[src/rtl/fft_addr_gen.sv]
// Radix-2 DIT butterfly address sequencer for an in-place FFT.
// Walks every butterfly of every stage of a runtime-selected N-point FFT and
// presents the two operand addresses plus the twiddle (k, n) pair for each one.
//
// Ports:
//   clk, rst              clock, synchronous active-high reset
//   start, n_points       frame request and FFT size (sampled only in IDLE)
//   out_ready             downstream accepts the presented butterfly
//   busy                  frame in progress (RUN or GAP)
//   out_valid             butterfly fields below are valid
//   addr_a, addr_b        top / bottom operand addresses
//   tw_k, tw_n            twiddle ROM index and size
//   stage, stage_last     current stage, last butterfly of the stage
//   done, err             one-cycle pulses: frame complete / illegal n_points
module fft_addr_gen #(
    parameter int unsigned MAX_N       = 32,
    parameter int unsigned ADDR_WIDTH  = $clog2(MAX_N),
    parameter int unsigned STAGE_GAP   = 4,
    localparam int unsigned STAGE_WIDTH = $clog2(ADDR_WIDTH + 1)
) (
    input  logic                   clk,
    input  logic                   rst,
    input  logic                   start,
    input  logic [ADDR_WIDTH:0]    n_points,
    input  logic                   out_ready,
    output logic                   busy,
    output logic                   out_valid,
    output logic [ADDR_WIDTH-1:0]  addr_a,
    output logic [ADDR_WIDTH-1:0]  addr_b,
    output logic [ADDR_WIDTH-1:0]  tw_k,
    output logic [ADDR_WIDTH:0]    tw_n,
    output logic [STAGE_WIDTH-1:0] stage,
    output logic                   stage_last,
    output logic                   done,
    output logic                   err
);

    localparam int unsigned NW         = ADDR_WIDTH + 1;
    localparam int unsigned GAP_WIDTH  = (STAGE_GAP > 1) ? $clog2(STAGE_GAP) : 1;
    localparam int unsigned GAP_LAST_I = (STAGE_GAP > 0) ? STAGE_GAP - 1 : 0;

    typedef enum logic [1:0] {S_IDLE, S_RUN, S_GAP, S_DONE} state_t;

    state_t                 state;
    logic [ADDR_WIDTH-1:0]  b_idx;
    logic [ADDR_WIDTH-1:0]  b_last;
    logic [STAGE_WIDTH-1:0] s_last;
    logic [GAP_WIDTH-1:0]   gap_cnt;

    logic                   n_legal;
    logic [STAGE_WIDTH-1:0] n_log;
    logic [ADDR_WIDTH-1:0]  start_b_last;

    logic [STAGE_WIDTH-1:0] sel_s;
    logic [ADDR_WIDTH-1:0]  sel_b;
    logic [ADDR_WIDTH-1:0]  sel_b_last;
    logic [ADDR_WIDTH-1:0]  half_mask;
    logic [ADDR_WIDTH-1:0]  pres_a;
    logic [ADDR_WIDTH-1:0]  pres_b;
    logic [ADDR_WIDTH-1:0]  pres_k;
    logic [ADDR_WIDTH:0]    pres_n;
    logic                   pres_last;

    // Size decode: legality and log2 of a power-of-two n_points
    always_comb begin
        n_log = '0;
        for (int i = 0; i <= int'(ADDR_WIDTH); i++) begin
            if (n_points[i]) n_log = STAGE_WIDTH'(i);
        end
        n_legal = (n_points >= NW'(2)) && (n_points <= NW'(MAX_N)) &&
                  ((n_points & (n_points - NW'(1))) == '0);
        start_b_last = ADDR_WIDTH'((n_points >> 1) - NW'(1));
    end

    // Butterfly that would be presented next, and its address/twiddle fields
    always_comb begin
        sel_s      = stage;
        sel_b      = b_idx + ADDR_WIDTH'(1);
        sel_b_last = b_last;
        case (state)
            S_IDLE: begin
                sel_s      = '0;
                sel_b      = '0;
                sel_b_last = start_b_last;
            end
            S_RUN: begin
                if (stage_last) begin
                    sel_s = stage + STAGE_WIDTH'(1);
                    sel_b = '0;
                end
            end
            S_GAP: begin
                sel_s = stage + STAGE_WIDTH'(1);
                sel_b = '0;
            end
            default: ;
        endcase
        // Low s bits of b are j; the remaining bits are the group index,
        // which lands one place higher because groups are 2*half apart.
        half_mask = (ADDR_WIDTH'(1) << sel_s) - ADDR_WIDTH'(1);
        pres_a    = ((sel_b & ~half_mask) << 1) | (sel_b & half_mask);
        pres_b    = pres_a | (half_mask + ADDR_WIDTH'(1));
        pres_k    = sel_b & half_mask;
        pres_n    = NW'(2) << sel_s;
        pres_last = (sel_b == sel_b_last);
    end

    // Control FSM with registered outputs
    always_ff @(posedge clk) begin
        if (rst) begin
            state      <= S_IDLE;
            b_idx      <= '0;
            b_last     <= '0;
            s_last     <= '0;
            gap_cnt    <= '0;
            busy       <= 1'b0;
            out_valid  <= 1'b0;
            addr_a     <= '0;
            addr_b     <= '0;
            tw_k       <= '0;
            tw_n       <= '0;
            stage      <= '0;
            stage_last <= 1'b0;
            done       <= 1'b0;
            err        <= 1'b0;
        end else begin
            done <= 1'b0;
            err  <= 1'b0;
            case (state)
                S_IDLE: begin
                    if (start) begin
                        if (n_legal) begin
                            b_last     <= start_b_last;
                            s_last     <= n_log - STAGE_WIDTH'(1);
                            stage      <= sel_s;
                            b_idx      <= sel_b;
                            addr_a     <= pres_a;
                            addr_b     <= pres_b;
                            tw_k       <= pres_k;
                            tw_n       <= pres_n;
                            stage_last <= pres_last;
                            out_valid  <= 1'b1;
                            busy       <= 1'b1;
                            state      <= S_RUN;
                        end else begin
                            err <= 1'b1;
                        end
                    end
                end
                S_RUN: begin
                    if (out_ready) begin
                        if (stage_last && (stage == s_last)) begin
                            out_valid <= 1'b0;
                            busy      <= 1'b0;
                            done      <= 1'b1;
                            state     <= S_DONE;
                        end else if (stage_last && (STAGE_GAP != 0)) begin
                            out_valid <= 1'b0;
                            gap_cnt   <= '0;
                            state     <= S_GAP;
                        end else begin
                            stage      <= sel_s;
                            b_idx      <= sel_b;
                            addr_a     <= pres_a;
                            addr_b     <= pres_b;
                            tw_k       <= pres_k;
                            tw_n       <= pres_n;
                            stage_last <= pres_last;
                        end
                    end
                end
                S_GAP: begin
                    if (gap_cnt == GAP_WIDTH'(GAP_LAST_I)) begin
                        stage      <= sel_s;
                        b_idx      <= sel_b;
                        addr_a     <= pres_a;
                        addr_b     <= pres_b;
                        tw_k       <= pres_k;
                        tw_n       <= pres_n;
                        stage_last <= pres_last;
                        out_valid  <= 1'b1;
                        state      <= S_RUN;
                    end else begin
                        gap_cnt <= gap_cnt + GAP_WIDTH'(1);
                    end
                end
                S_DONE: state <= S_IDLE;
                default: state <= S_IDLE;
            endcase
        end
    end

endmodule
[config.mk]
export PLATFORM = sky130hd
export DESIGN_NAME = fft_addr_gen
export DESIGN_NICKNAME = d
export VERILOG_FILES = /design/src/rtl/fft_addr_gen.sv
export SDC_FILE = /design/constraint.sdc
export NUM_CORES = 1
export LEC_CHECK = 0
export CAP_MARGIN = 20
export CORE_ASPECT_RATIO = 1.25
export CORE_MARGIN = 1.5
export CORE_UTILIZATION = 58
export CTS_BUF_LIST = sky130_fd_sc_hd__clkbuf_16
export DETAILED_ROUTE_END_ITERATION = 10
export PLACE_DENSITY = 0.84
export RECOVER_POWER = 25
export SYNTH_ARGS = -nofsm -noshare
export SYNTH_HDL_FRONTEND = slang
export SYNTH_SLANG_ARGS = --single-unit
[constraint.sdc]
create_clock -name clk -period 6.45 [get_ports clk]
set_clock_uncertainty 0.15 [all_clocks]
set_input_delay 1.29 -clock clk [delete_from_list [all_inputs] [get_ports clk]]
set_output_delay 1.29 -clock clk [all_outputs]
set_load 0.1 [all_outputs]
== Word-level counts from Yosys, hierarchy flattened ==
Index checks and enable logic that the tools add are counted.
Storage, ports and cells
  bits in registers: 46
  input port bits: 10
  logic and storage cells: 154
  output and inout bits: 29
Cells by class
  $lt $le $gt $ge: 2
  eq/ne operators: 16
  reductions and logical operators: 18
  shift operators: 2
  muxes and demuxes: 83
  add/subtract/negate cells: 8
  bitwise gates (word level): 10
Operators with widths (count)
  5-bit 2-to-1 mux: 26
  5-bit case mux with 3 select lines: 4
  6-bit 2-to-1 mux: 6
  3-bit 2-to-1 mux: 9
  2-bit 2-to-1 mux: 12
  2-bit inequality test (second input constant): 9
  3-bit case mux with 3 select lines: 2
  6-bit case mux with 3 select lines: 1
  1-bit 2-to-1 mux: 17
  5-bit AND reduction: 3
  6-bit AND reduction: 2
  5-bit by 1-bit adder with 5-bit output (second input constant): 2
  5-bit OR: 2
  5-bit case mux with 2 select lines: 1
  2-bit case mux with 4 select lines: 1
  7-bit AND reduction: 1
  6-bit bitwise AND: 1
  2-bit equality test (second input constant): 3
  6-bit by 2-bit >= comparator with 1-bit output (second input constant): 1
  6-bit <= comparator (second input constant): 1
  6-bit zero test: 1
  1-bit case mux with 3 select lines: 2
  3-bit OR reduction: 2
  2-bit by 3-bit << shifter with 6-bit output (first input constant): 1
  other kinds (23): 29

== Logic depth before layout (Yosys ltp) ==
  word-level depth: 13
  mapped depth: 11
  depth with buffers taken out: 11

== Worst setup path before layout ==
OpenSTA, ideal clock, no wires.
  path kind: reg2reg
  from: reg stage_last
  to: reg addr_b[3]
  slack: 3130 ps
  arrival: 3037 ps
  setup time: 133 ps
  required time: 6167 ps
  stages on the path, launching flop included: 11
  buffers on the path: 1
  period minus slack after synthesis: 3320 ps
  cell sequence: dfxtp_1 -> buf_2 -> nor2b_1 -> nor4b_1 -> or3_1 -> and2_1 -> inv_1 -> ha_1 -> xnor2_1 -> a2111oi_0 -> nor3_1
On the way
  word-level cells in the longest chain between the ends: 12
  elaborated cells on any way between the ends: 23
  those cells by class: add/sub: 2; eq/ne: 2; shift: 1; mux: 11; bitwise: 5; reduce/logical: 2
RTL lines
  from (decl): line 33  | output logic stage_last,
  from (signal assigned): line 141  | stage_last <= pres_last;
  from (signal assigned): line 168  | stage_last <= pres_last;
  from (signal assigned): line 180  | stage_last <= pres_last;
  branches (longest 12 deep; another with 5-bit by 2-bit subtractor with 5-bit output)
  to (signal assigned): line 138  | addr_b <= pres_b;
  to (signal assigned): line 165  | addr_b <= pres_b;
  to (signal assigned): line 177  | addr_b <= pres_b;
  to (decl): line 29  | output logic [ADDR_WIDTH-1:0] addr_b,
Parallel ways; which one is timed is not known. The select of a mux whose other input is x is not followed.
A chain may end at the register's enable or synchronous reset.

== Worst setup path in the final report ==
  from: in n_points[1]
  to: reg addr_a[4]
On the way
  word-level cells in the longest chain between the ends: 6
  elaborated cells on any way between the ends: 9
  those cells by class: add/sub: 1; order compare: 2; eq/ne: 1; bitwise: 1; reduce/logical: 4
RTL lines
  from (decl): line 24  | input logic [ADDR_WIDTH:0] n_points,
  6-bit by 1-bit subtractor with 6-bit output: line 71  | ((n_points & (n_points - NW'(1))) == '0);
  6-bit bitwise AND: line 71
  6-bit zero test: line 71
  1-bit logical AND (*): line 70  | n_legal = (n_points >= NW'(2)) && (n_points <= NW'(MAX_N)) &&
  2-bit inequality test (no source line) (*)
  7-bit AND reduction (no source line) (*)
  to (signal assigned): line 137  | addr_a <= pres_a;
  to (signal assigned): line 164  | addr_a <= pres_a;
  to (signal assigned): line 176  | addr_a <= pres_a;
  to (decl): line 28  | output logic [ADDR_WIDTH-1:0] addr_a,
Mark *: on every way between the ends. The rest lies on a longest branch, timed or not.

==> reports/results.ini <==
[cells_and_area]
fin_nets = 354
mostFrequentLayoutCell = dfxtp_1
mostFrequentLayoutCells = dfxtp_1 (44), nor2_1 (42), nand2_1 (33)
final_cells = 393
areaGrowthSynthToFinish_pct = 20.41
fill_cells = 354
diodes = 0
layout-drive-gt1-share_pct = 5.045

[floorplanning]
core_area_sq_um = 4099
ios = 39
die-area_sq_um = 4695
die_w_um = 61.59
die_h_um = 76.24
rows = 26
initial_core_util_pct = 60.71

[placed_design]
place_ws_ps = 1907
placedCellCount = 385
gp_congestion = 0.8016
hpwl_um = 4007
io_buffers = 37

[pwr]
power_density_nw_per_um2 = 225.9
p_leak_nw = 1.111
total_power_uw = 676.9
vdd_drop_max_mv = 0.1514

[setup_path]
cp.required_ps = 6490
critical_path.slowest_cell = a211oi_4
path_cells = clkdlybuf4s50_1 > inv_1 > ha_1 > and4bb_2 > a211oi_1 > nor3_2 > a211oi_4 > nor2_1 > a211oi_1
cp.arrival_ps = 4300
path_max_fanout = 28
cp_common_cell = a211oi_1
start_kind = primary input
critical_path_class = primary input to flip-flop
cp-end-kind = flip-flop
slowest_delay_ps = 920

[min_path]
hold_class = flip-flop to flip-flop

[sta]
min_period_ps = 4259
slew_violations = 0
max-slew-margin-rel_pct = 27.92
rsz0062_at_grt = false
setup_ws_ps = 2191
period_share_pct = 66.04
tightest_slew_ps = 1078
fin_setup_tns_ps = 0
hold_violations = 0
setup_viol = 0
hold_ws_ps = 301.2
fmax_mhz = 234.8

[synthesis]
synth_warnings = 0
async_flop_share_pct = 0
synth_fp_nets = 329
avgSynthCellArea_sq_um = 8.002
ys_seq_area_share_pct = 35.39
synth-edff-count = 0
netlist_area_sq_um = 2489
ys.flop_type = dfxtp_1
ys_types = 53
synth-seq-cells = 44
synth_cells = 311

[clock_network]
clockBufferDepth = 2
htreeDepth = 2
numCtsBuffers = 5
cts_tree = yes
clkTransAtPathRegs_ps = 60
clkSinkCount = 44
cts_hold_buf = 0
post_cts_buffers = 0
cts.repair.resized = 0
cts_root_buffer = clkbuf_16
clock_latency_ps = 290

[run]
cap_violations = 0

[route]
drt-initial-drc-count = 120
wirelength_um = 5677
ant_nets = 0
post-route-drc-count = 0
drtPass1Iterations = 4
wl_per_cell_um = 14.45
vias_per_cell = 5.901
num_vias = 2319

[grt]
antenna_found_initial = 0
grt_first_pass_wirelength_um = 9922
track_usage_pct = 26.87
gr-total-overflow = 0
grt_pass1_vias = 2226
grt_max_degree = 47

[run_status]
outcome = finished clean

[per-layer routing]
metal | GRT usage (%) | part of all wire (%) | up-vias
met5 | 0 | 0 | -
met3 | 5.263 | 4.7 | 18
met2 | 43.79 | 52 | 83
met4 | 13.83 | 3.4 | 0
li1 | - | - | 1145
met1 | 32.05 | 40 | 1073
[worst max-delay path: cells and delay by family]
kind / cells / cell delay [ps]
buffers and inverters: 2 / 710
AO/OA/AOI/OAI: 3 / 1540
adder cells (fa/ha/maj): 1 / 250
AND/OR/NAND/NOR: 3 / 490
[power breakdown]
part / total (mW) / leakage (nW) / switching (mW) / internal [mW]
clock: 0.286 / 0.0814 / 0.104 / 0.182
combinational: 0.106 / 0.674 / 0.0748 / 0.0312
sequential: 0.285 / 0.356 / 0.00634 / 0.279
[stage by stage]
stage	area [sq um]	utilization (%)
2_1_floorplan	2489	-
3_3_place_gp	2829	69.02
3_5_place_dp	2829	69.02
4_1_cts	2997	73.11
5_1_grt	2997	73.11
6_report	2997	73.11
[kinds of logic (layout without fill, tap and decap cells)]
logic type | after synthesis | after routing | share of synthesized area, %
multiplexers | 4 | 4 | 1.659
AND/OR/NAND/NOR | 132 | 132 | 26.60
adder cells (fa/ha/maj) | 8 | 8 | 4.022
AO/OA/AOI/OAI | 75 | 75 | 20.41
XOR/XNOR | 16 | 16 | 5.631
buffers and inverters | 31 | 57 | 6.134
other | 1 | 1 | 0.1507
flip-flops | 44 | 44 | 35.39
[final cells by class]
class	count	area [sq um]	share of cell area, %
flip-flops and latches	44	880.8	29.39
clock buffers	5	125.1	4.175
multi-input cells	236	1455	48.56
inverters	10	37.54	1.253
repair buffers	39	385.4	12.86
well taps	56	70.07	2.338
clock inverters	3	42.54	1.420
[sequential cells by signal, summed over array words and instances (netlist names)]
name / count
stage: 3
gap_cnt: 2
addr_a: 5
err: 1
b_last: 5
tw_k: 4
busy: 1
tw_n: 5
done: 1
s_last: 3
out_valid: 1
state: 2
b_idx: 5
addr_b: 5
stage_last: 1
[cells in the mapped netlist, types with 3 or more instances]
cell / number / area (sq um)
a211oi_1: 15 / 112.6
a21oi_1: 26 / 130.1
a31oi_1: 4 / 25.02
and2_1: 4 / 25.02
and3_1: 4 / 25.02
buf_2: 8 / 40.04
buf_4: 3 / 22.52
clkbuf_1: 7 / 26.28
dfxtp_1: 44 / 880.8
ha_1: 8 / 100.1
inv_1: 10 / 37.54
mux2i_1: 3 / 30.03
nand2_1: 33 / 123.9
nand2b_1: 3 / 18.77
nand3_1: 6 / 30.03
nand3b_1: 3 / 22.52
nor2_1: 42 / 157.7
nor2b_1: 4 / 25.02
nor3_1: 15 / 75.07
nor3b_1: 4 / 30.03
o211ai_1: 3 / 22.52
o21ai_0: 8 / 40.04
xnor2_1: 8 / 70.07
xor2_1: 8 / 70.07
[worst paths after layout]
kind                              start                      to  slack, ps  cells after the start
hold reg to reg    tw_k[3]$_SDFFE_PP0P_    tw_k[3]$_SDFFE_PP0P_        300                      2
setup / recovery            n_points[1]  addr_a[4]$_SDFFE_PP0P_       2190                      9
setup reg to reg  state[0]$_SDFFE_PP0P_  addr_b[3]$_SDFFE_PP0P_       3250                      9
hold / removal     tw_k[3]$_SDFFE_PP0P_    tw_k[3]$_SDFFE_PP0P_        300                      2
(Power assumes the default switching activity.)
==> RTL edit (same flow settings) <==
Make the reset (`rst`) asynchronous in one clocked block. Comments in the files are not updated.
--- a/src/rtl/fft_addr_gen.sv
+++ b/src/rtl/fft_addr_gen.sv
@@ -108,3 +108,3 @@
     // Control FSM with registered outputs
-    always_ff @(posedge clk) begin
+    always_ff @(posedge clk or posedge rst) begin
         if (rst) begin
Formal check against the unedited RTL: differs if rst is asserted again (counterexample within 4 cycles, from zero or initial values and one cycle with rst high); with rst held inactive, the same outputs for 10 cycles.
==> RTL edit against the unedited design <==
The run now ends with capacitance limit, slew limit left; hold slack improved by 0.030 ns; first-iteration DRC count increased by 23%; die area increased by 1.4%; synthesized area increased by 1.5%; count of clock-buffer cells in the layout unchanged; largest cell class unchanged; via count decreased by 8.0%; cell area increased by 3.0%; sequential cell count unchanged; routed wire length decreased by 2.6%; synthesized cell count decreased by 12%; register-to-register slack got worse by 0.18 ns; maximum frequency increased by 5.6%; setup slack improved by 0.22 ns.
Power is not compared: it rests on default switching activity, and its combinational part moved more than twofold at a synthesized area within 25%.
==> RTL edit: results (changes against the unedited design) <==
metric,value,unit,change
fraction of registers with async set or reset after synthesis,100,%,was 0%
placed insts,354,,was 385
Worst R2R End,tw_k[4],,was addr_b[3]
Fillers,318,,was 354
hold depth,1,,was 2
Reg2Reg Setup Slack,3.07,ns,was 3.25 ns
Pins Over Slew Limit,45,,was 0
Synth Net Count,292,,was 329
post-synthesis compound-gate area fraction,17.9,%,was 20.4%
synth top area cells,"dfrtp_1 44%, nand2_1 4.9%, ha_1 4.5%, o21ai_0 4.2%, xnor2_1 4.2%",,"was dfxtp_1 35%, nor2_1 6.3%, a21oi_1 5.2%, nand2_1 5.0%, a211oi_1 4.5%"
first-pass GRT wire length,9290,microns,was 9920 microns
violated checks,"capacitance limit, slew limit",,
R2R depth,7,,was 9
post-synthesis xor/xnor area fraction,5.89,%,was 5.63%
largest net degree at the start of global routing,45,,was 47
pre-CTS WS,2.10,ns,was 1.91 ns
TritonRoute pass-1 iters,4,,unchanged
postcts setup bufs,0,,unchanged
post-synthesis adder-cell area fraction,4.46,%,was 4.02%
Slew HR,-49.5,%,was 27.9%
worst r2r src,state[0],,unchanged
routed length per instance,15.3,microns,was 14.4 microns
yosys warns,0,,unchanged
synth cell count leaders,"44 x dfrtp_1, 33 x nand2_1, 21 x o21ai_0, 18 x nor2_1, 13 x nand3_1",,"was 44 x dfxtp_1, 42 x nor2_1, 33 x nand2_1, 26 x a21oi_1"
mux cell area share after synthesis,4.75,%,was 1.66%
dpl cell area,2920,sq um,was 2830 sq um
hold path start,addr_b[0],,was tw_k[3]
GR Util met1,31.8,%,was 32.1%
GRT met3 Usage,4.72,%,was 5.26%
Initial DRC Count,148,,was 120
Hold WS,0.331,ns,was 0.301 ns
Total GRT Usage,25.8,%,was 26.9%
status,"complete, but fails checks",,"was complete, no violations"
# nets final,324,,was 354
vias in the first global route,2011,,was 2226
Worst EP arrival,4.06,ns,was 4.30 ns
layout cells sized above 1,5.88,%,was 5.04%
post-synthesis sequential area ratio,43.6,%,was 35.4%
global placer's final weighted congestion,0.841,,was 0.802
# Max-Cap Violations,1,,was 0
vias per inst,5.89,,was 5.90
global-route met2 utilization,43.0,%,was 43.8%
crit path time final,4.03,ns,was 4.26 ns
-- RTL edit: cell count changes after synthesis, sizes merged, moves of 7 or more --
cell,unedited run,this run
dfrtp,0,44
dfxtp,44,0
nor2,42,18
a21oi,27,11
a211oi,16,2
o21ai,8,22
nor3,17,6
mux2,1,8
nand3,6,13
nor2b,4,11
o31ai,2,9
-- RTL edit: worst max-delay path, stage by stage --
cell and delay [ns]:
clkdlybuf4s50_1 0.58, inv_1 0.09, ha_1 0.24, nor2b_1 0.14, o21ai_1 0.25, nor4_4 0.16
a211oi_4 0.56, buf_4 0.37, mux2_2 0.37
-- RTL edit: final cells by class --
class,instances,share of cell area [%]
well taps,56,2.27
clock buffers,5,4.06
flip-flops and latches,44,35.7
inverters,11,1.34
multi-input cells,204,42.9
repair buffers,39,12.4
clock inverters,3,1.38
-- RTL edit: metal layers --
metal | wire length (microns) | share of wire (%)
met4 | 104 | 1.9
met3 | 219 | 4.0
met2 | 2960 | 54
met1 | 2250 | 41
met5 | 0 | 0
